--- src/rtl/dino_motion_if.sv ---
// Frame-rate control and motion bus between the game logic and the dino motion engine.
interface dino_motion_if #(
  parameter int Y_W = 11,
  parameter int V_W = 7
);
  logic [1:0]            gameState;
  logic                  jump;
  logic                  duck;
  logic [Y_W-1:0]        GroundY;
  logic signed [Y_W-1:0] DinoY;
  logic signed [V_W-1:0] velocity;
  logic [1:0]            motionState;
  logic                  onGround;
  logic                  airborne;
  logic                  landed;

  modport master (
    output gameState, jump, duck, GroundY,
    input  DinoY, velocity, motionState, onGround, airborne, landed
  );

  modport slave (
    input  gameState, jump, duck, GroundY,
    output DinoY, velocity, motionState, onGround, airborne, landed
  );
endinterface

--- src/rtl/dino_motion_ctrl.sv ---
// Per-frame vertical motion for the dino: launch, held-jump lift, fast-fall,
// terminal velocity, landing detection and a short mid-air jump buffer.
module dino_motion_ctrl #(
  parameter int Y_W        = 11,
  parameter int V_W        = 7,
  parameter int V_INIT     = 17,
  parameter int G_HOLD     = 1,
  parameter int G_NORM     = 2,
  parameter int G_FAST     = 4,
  parameter int V_MAX      = 12,
  parameter int HOLD_MAX   = 8,
  parameter int BUF_FRAMES = 3
) (
  input  logic          FrameClk,
  input  logic          rst,
  dino_motion_if.slave  bus
);
  localparam int HC_W = $clog2(HOLD_MAX + 1);
  localparam int BF_W = $clog2(BUF_FRAMES + 1);

  localparam logic signed [V_W:0]   G_HOLD_S = (V_W+1)'(G_HOLD);
  localparam logic signed [V_W:0]   G_NORM_S = (V_W+1)'(G_NORM);
  localparam logic signed [V_W:0]   G_FAST_S = (V_W+1)'(G_FAST);
  localparam logic signed [V_W:0]   VMAX_S   = (V_W+1)'(V_MAX);
  localparam logic signed [V_W:0]   VMIN_S   = (V_W+1)'(-(2**(V_W-1)));
  localparam logic signed [V_W-1:0] V_LAUNCH = V_W'(-V_INIT);
  localparam logic [HC_W-1:0]       HOLD_LIM = HC_W'(HOLD_MAX);
  localparam logic [BF_W-1:0]       BUF_INIT = BF_W'(BUF_FRAMES);

  typedef enum logic [1:0] {GROUNDED = 2'b00, RISING = 2'b01, FALLING = 2'b10} mstate_t;

  mstate_t               state, n_state;
  logic signed [Y_W-1:0] dino_y, n_y;
  logic signed [V_W-1:0] vel, n_v;
  logic [HC_W-1:0]       hold_cnt, n_hold_cnt;
  logic                  hold_off, n_hold_off;
  logic [BF_W-1:0]       buf_cnt, n_buf;
  logic                  jump_d;
  logic                  landed_q, n_landed;

  logic                  jump_edge;
  logic signed [Y_W:0]   y_sum, gnd_ext;
  logic signed [V_W:0]   g, v_sum, v_clamp;

  always_ff @(posedge FrameClk) begin
    if (rst) begin
      state    <= GROUNDED;
      dino_y   <= bus.GroundY;
      vel      <= '0;
      hold_cnt <= '0;
      hold_off <= 1'b0;
      buf_cnt  <= '0;
      jump_d   <= 1'b0;
      landed_q <= 1'b0;
    end else begin
      state    <= n_state;
      dino_y   <= n_y;
      vel      <= n_v;
      hold_cnt <= n_hold_cnt;
      hold_off <= n_hold_off;
      buf_cnt  <= n_buf;
      jump_d   <= bus.jump;
      landed_q <= n_landed;
    end
  end

  always_comb begin
    n_state    = state;
    n_y        = dino_y;
    n_v        = vel;
    n_hold_cnt = hold_cnt;
    n_hold_off = hold_off;
    n_buf      = buf_cnt;
    n_landed   = 1'b0;

    jump_edge = bus.jump & ~jump_d;
    // Sums carry one extra bit so the landing test and clamp never see a wrapped value.
    y_sum   = {dino_y[Y_W-1], dino_y} + {{(Y_W+1-V_W){vel[V_W-1]}}, vel};
    gnd_ext = {1'b0, bus.GroundY};

    g = G_NORM_S;
    if (bus.duck)
      g = G_FAST_S;
    else if (state == RISING && bus.jump && !hold_off && hold_cnt < HOLD_LIM)
      g = G_HOLD_S;

    v_sum = {vel[V_W-1], vel} + g;
    if (v_sum > VMAX_S)      v_clamp = VMAX_S;
    else if (v_sum < VMIN_S) v_clamp = VMIN_S;
    else                     v_clamp = v_sum;

    case (bus.gameState)
      2'b00: begin
        n_y     = bus.GroundY;
        n_v     = '0;
        n_state = GROUNDED;
        n_buf   = '0;
      end
      2'b10: begin
        if (state == GROUNDED) begin
          n_y = bus.GroundY;
          if (bus.jump || buf_cnt != '0) begin
            n_v        = V_LAUNCH;
            n_y        = bus.GroundY - Y_W'(V_INIT);
            n_hold_cnt = '0;
            n_hold_off = 1'b0;
            n_buf      = '0;
            n_state    = RISING;
          end
        end else begin
          n_y = y_sum[Y_W-1:0];
          n_v = v_clamp[V_W-1:0];
          if (state == RISING) begin
            if (hold_cnt < HOLD_LIM) n_hold_cnt = hold_cnt + 1'b1;
            if (!bus.jump)           n_hold_off = 1'b1;
            if (!v_sum[V_W])         n_state    = FALLING;
          end
          if (jump_edge)             n_buf = BUF_INIT;
          else if (buf_cnt != '0)    n_buf = buf_cnt - 1'b1;
          // Touching the ground wins over whatever the rise/fall rules chose.
          if (y_sum >= gnd_ext) begin
            n_y      = bus.GroundY;
            n_v      = '0;
            n_state  = GROUNDED;
            n_landed = 1'b1;
          end
        end
      end
      default: ;
    endcase
  end

  assign bus.DinoY       = dino_y;
  assign bus.velocity    = vel;
  assign bus.motionState = state;
  assign bus.onGround    = (state == GROUNDED);
  assign bus.airborne    = (state != GROUNDED);
  assign bus.landed      = landed_q;
endmodule

--- src/flat_wrapper.sv ---
// flat-port wrapper written by rule: the top's interface ports become plain ports
module dino_motion_ctrl_flat 
#(
  parameter int Y_W        = 11,
  parameter int V_W        = 7,
  parameter int V_INIT     = 17,
  parameter int G_HOLD     = 1,
  parameter int G_NORM     = 2,
  parameter int G_FAST     = 4,
  parameter int V_MAX      = 12,
  parameter int HOLD_MAX   = 8,
  parameter int BUF_FRAMES = 3
)
  (FrameClk, rst, bus_gameState, bus_jump, bus_duck, bus_GroundY, bus_DinoY, bus_velocity, bus_motionState, bus_onGround, bus_airborne, bus_landed);
  dino_motion_if #(.Y_W(Y_W), .V_W(V_W)) bus_i ();
  input  logic FrameClk;
  input  logic rst;
  input wire logic [$bits(bus_i.gameState)-1:0] bus_gameState;
  input wire logic [$bits(bus_i.jump)-1:0] bus_jump;
  input wire logic [$bits(bus_i.duck)-1:0] bus_duck;
  input wire logic [$bits(bus_i.GroundY)-1:0] bus_GroundY;
  output wire logic [$bits(bus_i.DinoY)-1:0] bus_DinoY;
  output wire logic [$bits(bus_i.velocity)-1:0] bus_velocity;
  output wire logic [$bits(bus_i.motionState)-1:0] bus_motionState;
  output wire logic [$bits(bus_i.onGround)-1:0] bus_onGround;
  output wire logic [$bits(bus_i.airborne)-1:0] bus_airborne;
  output wire logic [$bits(bus_i.landed)-1:0] bus_landed;
  assign bus_i.gameState = bus_gameState;
  assign bus_i.jump = bus_jump;
  assign bus_i.duck = bus_duck;
  assign bus_i.GroundY = bus_GroundY;
  assign bus_DinoY = bus_i.DinoY;
  assign bus_velocity = bus_i.velocity;
  assign bus_motionState = bus_i.motionState;
  assign bus_onGround = bus_i.onGround;
  assign bus_airborne = bus_i.airborne;
  assign bus_landed = bus_i.landed;
  dino_motion_ctrl #(.Y_W(Y_W), .V_W(V_W), .V_INIT(V_INIT), .G_HOLD(G_HOLD), .G_NORM(G_NORM), .G_FAST(G_FAST), .V_MAX(V_MAX), .HOLD_MAX(HOLD_MAX), .BUF_FRAMES(BUF_FRAMES)) u_core (.FrameClk(FrameClk), .rst(rst), .bus(bus_i));
endmodule
--- config.mk ---
export PLATFORM = sky130hd
export DESIGN_NAME = dino_motion_ctrl_flat
export DESIGN_NICKNAME = d
export VERILOG_FILES = /design/src/rtl/dino_motion_if.sv /design/src/rtl/dino_motion_ctrl.sv /design/src/flat_wrapper.sv
export SDC_FILE = /design/constraint.sdc
export NUM_CORES = 1
export LEC_CHECK = 0
export CORE_MARGIN = 2
export CORE_UTILIZATION = 45
export CTS_BUF_LIST = sky130_fd_sc_hd__clkbuf_8
export DETAILED_ROUTE_END_ITERATION = 6
export PLACE_DENSITY = 0.68
export SLEW_MARGIN = 20
export SYNTH_ARGS = -nofsm -noshare
export SYNTH_HDL_FRONTEND = slang
export SYNTH_SLANG_ARGS = --single-unit
--- constraint.sdc ---
create_clock -name FrameClk -period 10.4 [get_ports FrameClk]
set_input_delay 2.08 -clock FrameClk [delete_from_list [all_inputs] [get_ports FrameClk]]
set_output_delay 2.08 -clock FrameClk [all_outputs]
set_load 0.005 [all_outputs]
==> flow_metrics.py, run 1 <==
metrics = {
    "run_status": {
        "outcome": "finished, final reports clean",
    },
    "layout": {
        "final_common_cell": "clkdlybuf4s50_1",
        "drive_gt1_share_pct": 6.02,
        "stdcell_area_sq_mm": 0.00331,
        "final_cell_mix": "39 x clkdlybuf4s50_1, 30 x nor2_1, 29 x inv_1",
        "fin_nets": 428,
        "area_growth_pct": 18.8,
        "diodes": 0,
    },
    "global_route": {
        "track_usage_pct": 22.4,
        "grt.overflow.total": 0,
        "antenna_found_initial": 0,
        "grt_pass1_vias": 2394,
        "grt_max_degree": 22,
        "grt_pass1_wl_microns": 11700,
    },
    "synthesis": {
        "synth_xor_area_share_pct": 3.14,
        "async_reset_ff_share_pct": 0,
        "yosysSeqAreaShare_pct": 24.8,
        "synth_mux_area_share_pct": 0.359,
        "synth_nets": 393,
        "yosysWarningCount": 0,
        "syn-cell-area_sq_mm": 0.00279,
        "synth-simple-area-share_pct": 21.0,
        "synth_top_family_by_area": "compound AO/OA/AOI/OAI gates",
        "synth_cell_types": 60,
        "synth_edf_count": 11,
        "syn_inst": 346,
        "synth-compound-area-share_pct": 31.1,
        "synth_flop_cell": "dfxtp_1",
        "synth_fa_ha_area_share_pct": 14.0,
        "ys_seq_elements": 29,
        "synth_area_per_cell_sq_um": 8.06,
    },
    "clocking": {
        "cts_resized": 0,
        "root_buffer": "clkbuf_8",
        "cts_tree": "done",
        "clk_pin_slew_ns": 0.07,
        "hold_buffers": 0,
        "clk-insertion-delay-late_ns": 0.29,
        "cts-buffers-inserted": 5,
        "post-cts-setup-buffer-count": 0,
        "clock_path_buffers": 2,
        "clock_sinks": 29,
        "ctsHtreeMaxLevel": 2,
    },
    "power": {
        "leakage_nw": 1.41,
        "p_per_area_mw_per_mm2": 114,
        "ir_worst_vdd_mv": 0.0698,
    },
    "sta": {
        "setup_viol": 0,
        "slew_headroom_pct": 50.5,
        "slew_viol_final": 0,
        "tightest_slew_ns": 0.741,
        "period_minus_slack_ns": 5.27,
        "hold_viol": 0,
        "finalWorstSetupSlack_ns": 5.13,
        "fin_worst_skew_ns": 0.00613,
        "max_clock_freq_mhz": 190,
        "rsz0062_at_grt": "false",
        "fin_crit_sh_pct": 50.7,
        "setup_tns_ns": 0,
    },
    "place": {
        "port_buffers": 39,
        "placed_area_sq_mm": 0.00323,
        "hpwl_microns": 5760,
        "preCtsSetupSlack_ns": 4.83,
        "place_congestion": 0.897,
    },
    "critical_path": {
        "regToRegSetupSlack_ns": 6.13,
        "rr_endpoint": "u_core.bus.DinoY[3]",
        "crit_chain": "clkdlybuf4s50_1, inv_1, nor4b_1, nor2b_1, ha_1, inv_1, fa_1, xor2_1, o41ai_1, o41ai_1, o31a_1, and3_1, a2111oi_2",
        "path_buf_inv": 3,
        "crit_path_max_incr_delay_ns": 0.50,
        "path_max_fanout": 5,
        "reg2reg_from": "u_core.bus.velocity[0]",
        "critPathArrivalTime_ns": 5.46,
        "path_class": "primary input to register",
        "cp-end-kind": "register",
        "cpMaxStageDelayCell": "clkdlybuf4s50_1",
        "reg2reg_depth": 14,
        "critPathTopFamily": "compound AO/OA/AOI/OAI gates",
        "worstPathRequired_ns": 10.59,
        "start_kind": "primary input",
    },
    "floorplan": {
        "die_y_microns": 82.7,
        "die_area_sq_mm": 0.00684,
        "io_pins": 40,
        "dieWidth_microns": 82.7,
        "start_util_pct": 46.8,
        "core_sq_mm": 0.00596,
        "fp-row-count": 28,
    },
    "route": {
        "num_vias": 2753,
        "wl_microns": 7310,
        "via_per_inst": 6.02,
        "firstDrtPassIters": 5,
        "drc": 0,
        "ant_nets": 0,
        "wire_per_inst_microns": 16.0,
        "drt_iter0_drc": 175,
    },
    "job": {
        "max_cap_viol_count": 0,
    },
    "worst_hold_path": {
        "min_from": "u_core.hold_off",
        "hp-class": "register to register",
        "min_to": "u_core.hold_off",
        "hold_depth": 2,
    },
}
-- Yosys cell counts, types with 4 or more instances --
library cell / number / area, sq um
ha_1: 28 / 350
o211a_1: 4 / 40.0
a21oi_1: 28 / 140
or2_2: 4 / 25.0
xor2_1: 4 / 35.0
nor2_1: 30 / 113
xnor2_1: 6 / 52.6
nand2_1: 26 / 97.6
or3_1: 4 / 25.0
clkbuf_1: 9 / 33.8
dfxtp_1: 18 / 360
and3_1: 6 / 37.5
a21o_1: 6 / 45.0
o31ai_1: 4 / 30.0
o21ai_0: 17 / 85.1
a211oi_1: 8 / 60.1
edfxtp_1: 11 / 330
nand2b_1: 6 / 37.5
o221a_2: 5 / 56.3
nor3_1: 12 / 60.1
nor2b_1: 12 / 75.1
nand3_1: 11 / 55.1
inv_1: 28 / 105
-- state kept, by name (all words and copies together), names as in the netlist --
register and flops:
u_core.buf_cnt 2, u_core.hold_off 1, u_core.hold_cnt 4, u_core.bus.DinoY 11
u_core.bus.landed 1, u_core.bus.velocity 7, u_core.jump_d 1, u_core.bus.motionState 2
-- power breakdown --
| part | switching [mW] | internal [mW] |
|---|---|---|
| registers | 0.00787 | 0.126 |
| logic | 0.0874 | 0.0656 |
| clock network | 0.0442 | 0.0453 |
| total | 0.139 | 0.237 |
-- worst max-delay path by stage --
stage / start / endpoint / slack [ns] / depth (start not counted)
5_1_grt: bus_jump / u_core.bus.velocity[2] / 4.88 / 13
2_1_floorplan: bus_jump / u_core.bus.velocity[2] / 5.70 / 12
3_3_place_gp: bus_jump / u_core.bus.velocity[2] / 4.92 / 13
3_5_place_dp: bus_jump / u_core.bus.velocity[2] / 4.83 / 13
4_1_cts: bus_jump / u_core.bus.velocity[2] / 5.13 / 13
6_report: bus_jump / u_core.bus.velocity[2] / 5.13 / 13
-- cells by family after synthesis --
kind of cell,after synthesis
AO/OA/AOI/OAI,116
XOR/XNOR,10
adder cells (fa/ha/maj),30
buffers and inverters,41
flip-flops,29
multiplexers,1
AND/OR/NAND/NOR,119
-- cell type report --
type / instances / area [sq um]
flip-flops and latches: 29 / 691
fillers: 595 / 2640
inverters: 29 / 109
clock inverters: 3 / 13.8
repair buffers: 40 / 398
well taps: 75 / 93.8
multi-input cells: 276 / 1940
clock buffers: 5 / 68.8
-- through the flow --
stage | util (%) | hold slack, ns | total power, mW | cells
detailed placement | 54.3 | 0.462 | 0.288 | 449
CTS | 55.7 | 0.479 | 0.376 | 457
finish | 55.7 | 0.476 | 0.377 | 457
global route | 55.7 | 0.508 | 0.402 | 457
global placement | 54.3 | 0.451 | 0.285 | 449
floorplan | - | 0.438 | 0.237 | 346
-- worst reg2reg max path, stage by stage, from the launching register on --
cell and delay, ns:
dfxtp_1 0.42, ha_1 0.23, inv_1 0.06, fa_1 0.40, nor2b_1 0.18, o2111ai_1 0.15, a21oi_1 0.26, nor3_1 0.09
or3_1 0.43, ha_1 0.34, nand2_1 0.09, a21oi_1 0.06, a221oi_2 0.63, o21ai_1 0.35, o221a_2 0.33
-- routing by layer --
metal  track usage, %  vias up  part of all wire [%]
li1                 -     1372                     -
met1             34.2     1265                    50
met2             32.7      106                    43
met3             3.37       10                   6.2
met4             5.41        0                   1.0
met5                0        -                     0
Note: power is estimated with default switching activity, not from simulation.
==> run 2, diff against run 1 <==
clock period = 5.2 ns   (was 10.4 ns; I/O delays follow)
==> flow_metrics.py, run 2 (synthesis gave the netlist of run 1 again) <==
metrics = {
    "critical_path": {
        "cp-end-kind": "register",
        "reg2reg_from": "u_core.bus.velocity[0]",
        "start_kind": "register",
        "rr_endpoint": "u_core.bus.DinoY[10]",
        "crit_path_max_incr_delay_ns": 0.65,
        "critPathArrivalTime_ns": 4.37,
        "critPathTopFamily": "compound AO/OA/AOI/OAI gates",
        "path_max_fanout": 9,
        "reg2reg_depth": 14,
        "regToRegSetupSlack_ns": 0.86,
        "path_class": "register to register",
        "cpMaxStageDelayCell": "a221oi_2",
        "worstPathRequired_ns": 5.23,
        "path_buf_inv": 1,
        "crit_chain": "ha_1, inv_1, fa_1, nor2b_1, o2111ai_1, a21oi_1, nor3_1, or3_1, ha_1, nand2_1, a21oi_1, a221oi_2, o21ai_1, o221a_2",
    },
    "sta": {
        "rsz0062_at_grt": "false",
        "tightest_slew_ns": 0.723,
        "hold_viol": 0,
        "slew_headroom_pct": 51.8,
        "period_minus_slack_ns": 4.34,
        "slew_viol_final": 0,
        "fin_crit_sh_pct": 83.4,
        "max_clock_freq_mhz": 231,
        "setup_viol": 0,
        "fin_worst_skew_ns": 0.00941,
        "setup_tns_ns": 0,
    },
    "power": {
        "power_frac_clock_pct": 24.4,
        "switchingPower_mw": 0.284,
        "switching_share_pct": 37.4,
        "internal_power_mw": 0.476,
        "ir_worst_vdd_mv": 0.133,
        "p_per_area_mw_per_mm2": 229,
        "comb_power_share_pct": 40.4,
        "pwr-share-seq_pct": 35.2,
        "leakage_nw": 1.41,
    },
    "global_route": {
        "grt_pass1_vias": 2418,
        "antenna_found_initial": 0,
        "grt_pass1_wl_microns": 11500,
        "grt_max_degree": 22,
        "track_usage_pct": 22.0,
        "grt.overflow.total": 0,
    },
    "layout": {
        "drive_gt1_share_pct": 6.28,
        "area_growth_pct": 18.9,
        "fin_nets": 428,
        "final_common_cell": "clkdlybuf4s50_1",
        "final_util_pct": 55.7,
        "final_cell_mix": "39 x clkdlybuf4s50_1, 30 x nor2_1, 28 x inv_1, 28 x a21oi_1, 28 x ha_1",
        "largest_reg_flops": 11,
        "diodes": 0,
    },
    "job": {
        "max_cap_viol_count": 0,
    },
    "route": {
        "drt_iter0_drc": 189,
        "firstDrtPassIters": 5,
        "wire_per_inst_microns": 15.9,
        "ant_nets": 0,
        "wl_microns": 7280,
        "via_per_inst": 6.04,
        "num_vias": 2759,
        "drc": 0,
    },
    "floorplan": {
        "core_sq_mm": 0.00596,
        "dieWidth_microns": 82.7,
        "die_area_sq_mm": 0.00684,
        "io_pins": 40,
        "start_util_pct": 46.8,
        "die_y_microns": 82.7,
        "fp-row-count": 28,
    },
    "clocking": {
        "cts_resized": 0,
        "hold_buffers": 0,
        "clock_path_buffers": 2,
        "cts-buffers-inserted": 5,
        "post-cts-setup-buffer-count": 0,
        "cts_tree": "done",
        "clk-insertion-delay-late_ns": 0.28,
        "clk_pin_slew_ns": 0.07,
        "root_buffer": "clkbuf_8",
        "ctsHtreeMaxLevel": 2,
        "clock_sinks": 29,
    },
    "worst_hold_path": {
        "hold_depth": 2,
        "min_from": "u_core.hold_off",
        "min_to": "u_core.hold_off",
        "hp-class": "register to register",
    },
    "place": {
        "place_congestion": 0.848,
        "port_buffers": 39,
        "hpwl_microns": 5780,
    },
    "run_status": {
        "outcome": "finished, final reports clean",
    },
}
==> run 2: cell count changes in the layout (fill, tap and decap cells not counted) <==
cell   delta
inv_4     +1
inv_1     -1
==> run 2: how the worst max path moves through the flow <==
stage,end,from,slack (ns),depth (start not counted)
after CTS,u_core.bus.DinoY[10],u_core.bus.velocity[0],0.89,14
after global routing,u_core.bus.DinoY[10],u_core.bus.velocity[0],0.59,14
after detailed placement,u_core.bus.velocity[2],bus_jump,0.62,13
after floorplan,u_core.bus.velocity[2],bus_jump,1.54,12
final,u_core.bus.DinoY[10],u_core.bus.velocity[0],0.86,14
after global placement,u_core.bus.velocity[2],bus_jump,0.78,13
==> run 2: worst min-delay path, delay by kind of cell (launching register included) <==
kind            cells  cell delay, ns
flops               1            0.33
simple gates        1            0.07
compound gates      1            0.04
==> run 2: routing by layer <==
metal  share of wire (%)  track usage [%]
met4                0.37             5.25
met2                  44             32.6
met1                  50             33.0
met5                   0                0
met3                 5.4             3.91
==> run 2: final cells by class <==
| cell class | instances | area, sq um |
|---|---|---|
| flip-flops and latches | 29 | 691 |
| repair buffers | 40 | 398 |
| well taps | 75 | 93.8 |
| clock buffers | 5 | 68.8 |
| multi-input cells | 276 | 1940 |
| inverters | 29 | 109 |
| clock inverters | 3 | 16.3 |
| fillers | 557 | 2640 |
==> run 2: power by group through the flow <==
stage / sequential, mW / clock (mW) / combinational, mW
final: 0.268 / 0.186 / 0.307
after floorplan: 0.269 / 0 / 0.206
after global routing: 0.270 / 0.200 / 0.343
after detailed placement: 0.273 / 0 / 0.302
after CTS: 0.268 / 0.190 / 0.305
after global placement: 0.273 / 0 / 0.297
==> run 2: per-stage QoR <==
| step | cell area (sq um) | std cells | hold slack [ns] | power [mW] | setup slack (ns) |
|---|---|---|---|---|---|
| final | 3320 | 457 | 0.474 | 0.761 | 0.863 |
| after global routing | 3320 | 457 | 0.517 | 0.813 | 0.594 |
| after CTS | 3320 | 457 | 0.479 | 0.762 | 0.887 |
| after detailed placement | 3230 | 449 | 0.460 | 0.575 | 0.618 |
| after global placement | 3230 | 449 | 0.452 | 0.570 | 0.776 |
| after floorplan | 2790 | 346 | 0.438 | 0.475 | 1.54 |
==> run 3, diff against run 2 <==
clock period = 4.2 ns   (was 5.2 ns; I/O delays follow)
==> flow_metrics.py, run 3 (synthesis gave the netlist of run 1 again) <==
metrics = {
    "run_status": {
        "outcome": "finished, final reports clean",
    },
    "sta": {
        "hold_slack_ns": 0.490,
        "hold_viol": 0,
        "setup_tns_ns": 0,
        "slew_viol_final": 0,
        "slew_headroom_pct": 48.7,
        "max_clock_freq_mhz": 254,
        "rsz0062_at_grt": "false",
        "fin_worst_skew_ns": 0.00960,
        "tightest_slew_ns": 0.768,
        "period_minus_slack_ns": 3.94,
        "setup_viol": 0,
        "fin_crit_sh_pct": 93.9,
    },
    "worst_hold_path": {
        "min_to": "u_core.hold_off",
        "hp-class": "register to register",
        "min_from": "u_core.hold_off",
        "hold_depth": 2,
    },
    "global_route": {
        "grt_pass1_wl_microns": 11900,
        "track_usage_pct": 22.7,
        "grt_pass1_vias": 2585,
        "grt.overflow.total": 0,
        "antenna_found_initial": 0,
        "grt_max_degree": 21,
    },
    "critical_path": {
        "critPathArrivalTime_ns": 4.09,
        "worstPathRequired_ns": 4.34,
        "cp-end-kind": "register",
        "cpMaxStageDelayCell": "a31oi_1",
        "regToRegSetupSlack_ns": 0.26,
        "rr_endpoint": "u_core.bus.DinoY[8]",
        "critPathTopFamily": "compound AO/OA/AOI/OAI gates",
        "crit_start": "u_core.bus.DinoY[0]",
        "path_class": "register to register",
        "start_kind": "register",
        "path_buf_inv": 1,
        "reg2reg_depth": 14,
        "reg2reg_from": "u_core.bus.DinoY[0]",
        "crit_chain": "ha_1, inv_1, fa_1, nor2b_1, o2111ai_1, a21oi_1, nor3_1, or3_1, ha_1, nand2_1, a21oi_1, a221o_1, a31oi_1, o221a_2",
        "path_max_fanout": 5,
        "crit_path_max_incr_delay_ns": 0.47,
    },
    "floorplan": {
        "start_util_pct": 46.8,
        "die_area_sq_mm": 0.00684,
        "die_y_microns": 82.7,
        "dieWidth_microns": 82.7,
        "io_pins": 40,
        "fp-row-count": 28,
        "core_sq_mm": 0.00596,
    },
    "clocking": {
        "clock_path_buffers": 2,
        "clock_sinks": 29,
        "clk-insertion-delay-late_ns": 0.28,
        "cts-buffers-inserted": 5,
        "cts_resized": 0,
        "root_buffer": "clkbuf_8",
        "clk_pin_slew_ns": 0.07,
        "hold_buffers": 0,
        "post-cts-setup-buffer-count": 0,
        "cts_tree": "done",
        "ctsHtreeMaxLevel": 2,
    },
    "layout": {
        "drive_gt1_share_pct": 9.82,
        "largest_reg_flops": 11,
        "diodes": 0,
        "fin_nets": 443,
        "final_cell_mix": "39 x clkdlybuf4s50_1, 30 x nor2_1, 29 x inv_1",
        "final_common_cell": "clkdlybuf4s50_1",
        "fillers": 553,
        "area_growth_pct": 24.3,
        "final_util_pct": 58.2,
    },
    "route": {
        "ant_nets": 0,
        "firstDrtPassIters": 5,
        "wire_per_inst_microns": 15.7,
        "via_per_inst": 5.94,
        "drt_iter0_drc": 192,
        "drc": 0,
        "num_vias": 2806,
        "wl_microns": 7400,
    },
    "place": {
        "port_buffers": 39,
        "hpwl_microns": 5890,
        "place_congestion": 0.885,
    },
    "job": {
        "max_cap_viol_count": 0,
    },
    "power": {
        "p_per_area_mw_per_mm2": 297,
        "leakage_nw": 1.50,
        "ir_worst_vdd_mv": 0.181,
    },
}
## run 3: final cells by class
class / instances / area (sq um) / area share (%)
Clock buffer: 6 / 82.6 / 2.38
Sequential cell: 29 / 691 / 19.9
Tap cell: 75 / 93.8 / 2.71
Multi-Input combinational cell: 276 / 1950 / 56.2
Inverter: 29 / 109 / 3.14
Clock inverter: 2 / 33.8 / 0.974
Timing Repair Buffer: 55 / 510 / 14.7
## run 3: worst register-to-register path, stage by stage, from the launching register on
cell and delay, ns:
edfxtp_1 0.38, ha_1 0.20, inv_1 0.06, fa_1 0.41
nor2b_1 0.18, o2111ai_1 0.15, a21oi_1 0.26, nor3_1 0.09
or3_1 0.43, ha_1 0.34, nand2_1 0.09, a21oi_1 0.06
a221o_1 0.42, a31oi_1 0.47, o221a_2 0.28
## run 3: how the worst max path moves through the flow
stage               cells past startpoint                      to  slack (ns)
finish                                 14     u_core.bus.DinoY[8]        0.26
global route                           14     u_core.bus.DinoY[7]        0.02
CTS                                    14     u_core.bus.DinoY[8]        0.26
detailed placement                     13  u_core.bus.velocity[2]       -0.02
global placement                       13  u_core.bus.velocity[2]        0.11
floorplan                              14     u_core.bus.DinoY[2]        0.55
## run 3: metal layers
layer	GRT usage [%]	share of wire (%)	wire length (microns)
met1	32.8	51	3750
met4	5.57	1.0	76
met3	3.15	4.5	331
met5	0	0	0
met2	35.6	44	3250
## run 3: metrics by stage
stage | setup slack [ns] | cells | cell area (sq um) | total power, mW
floorplan | 0.548 | 346 | 2790 | 0.588
global placement | 0.107 | 464 | 3340 | 0.724
detailed placement | -0.0178 | 464 | 3340 | 0.731
CTS | 0.259 | 472 | 3460 | 1.03
global route | 0.0175 | 472 | 3470 | 1.09
finish | 0.258 | 472 | 3470 | 1.03
## run 3: where the power goes
part / internal [mW] / switching [mW] / total (mW) / leakage (nW)
registers: 0.313 / 0.0161 / 0.329 / 0.261
clock network: 0.191 / 0.105 / 0.296 / 0.0626
logic: 0.177 / 0.226 / 0.403 / 1.18
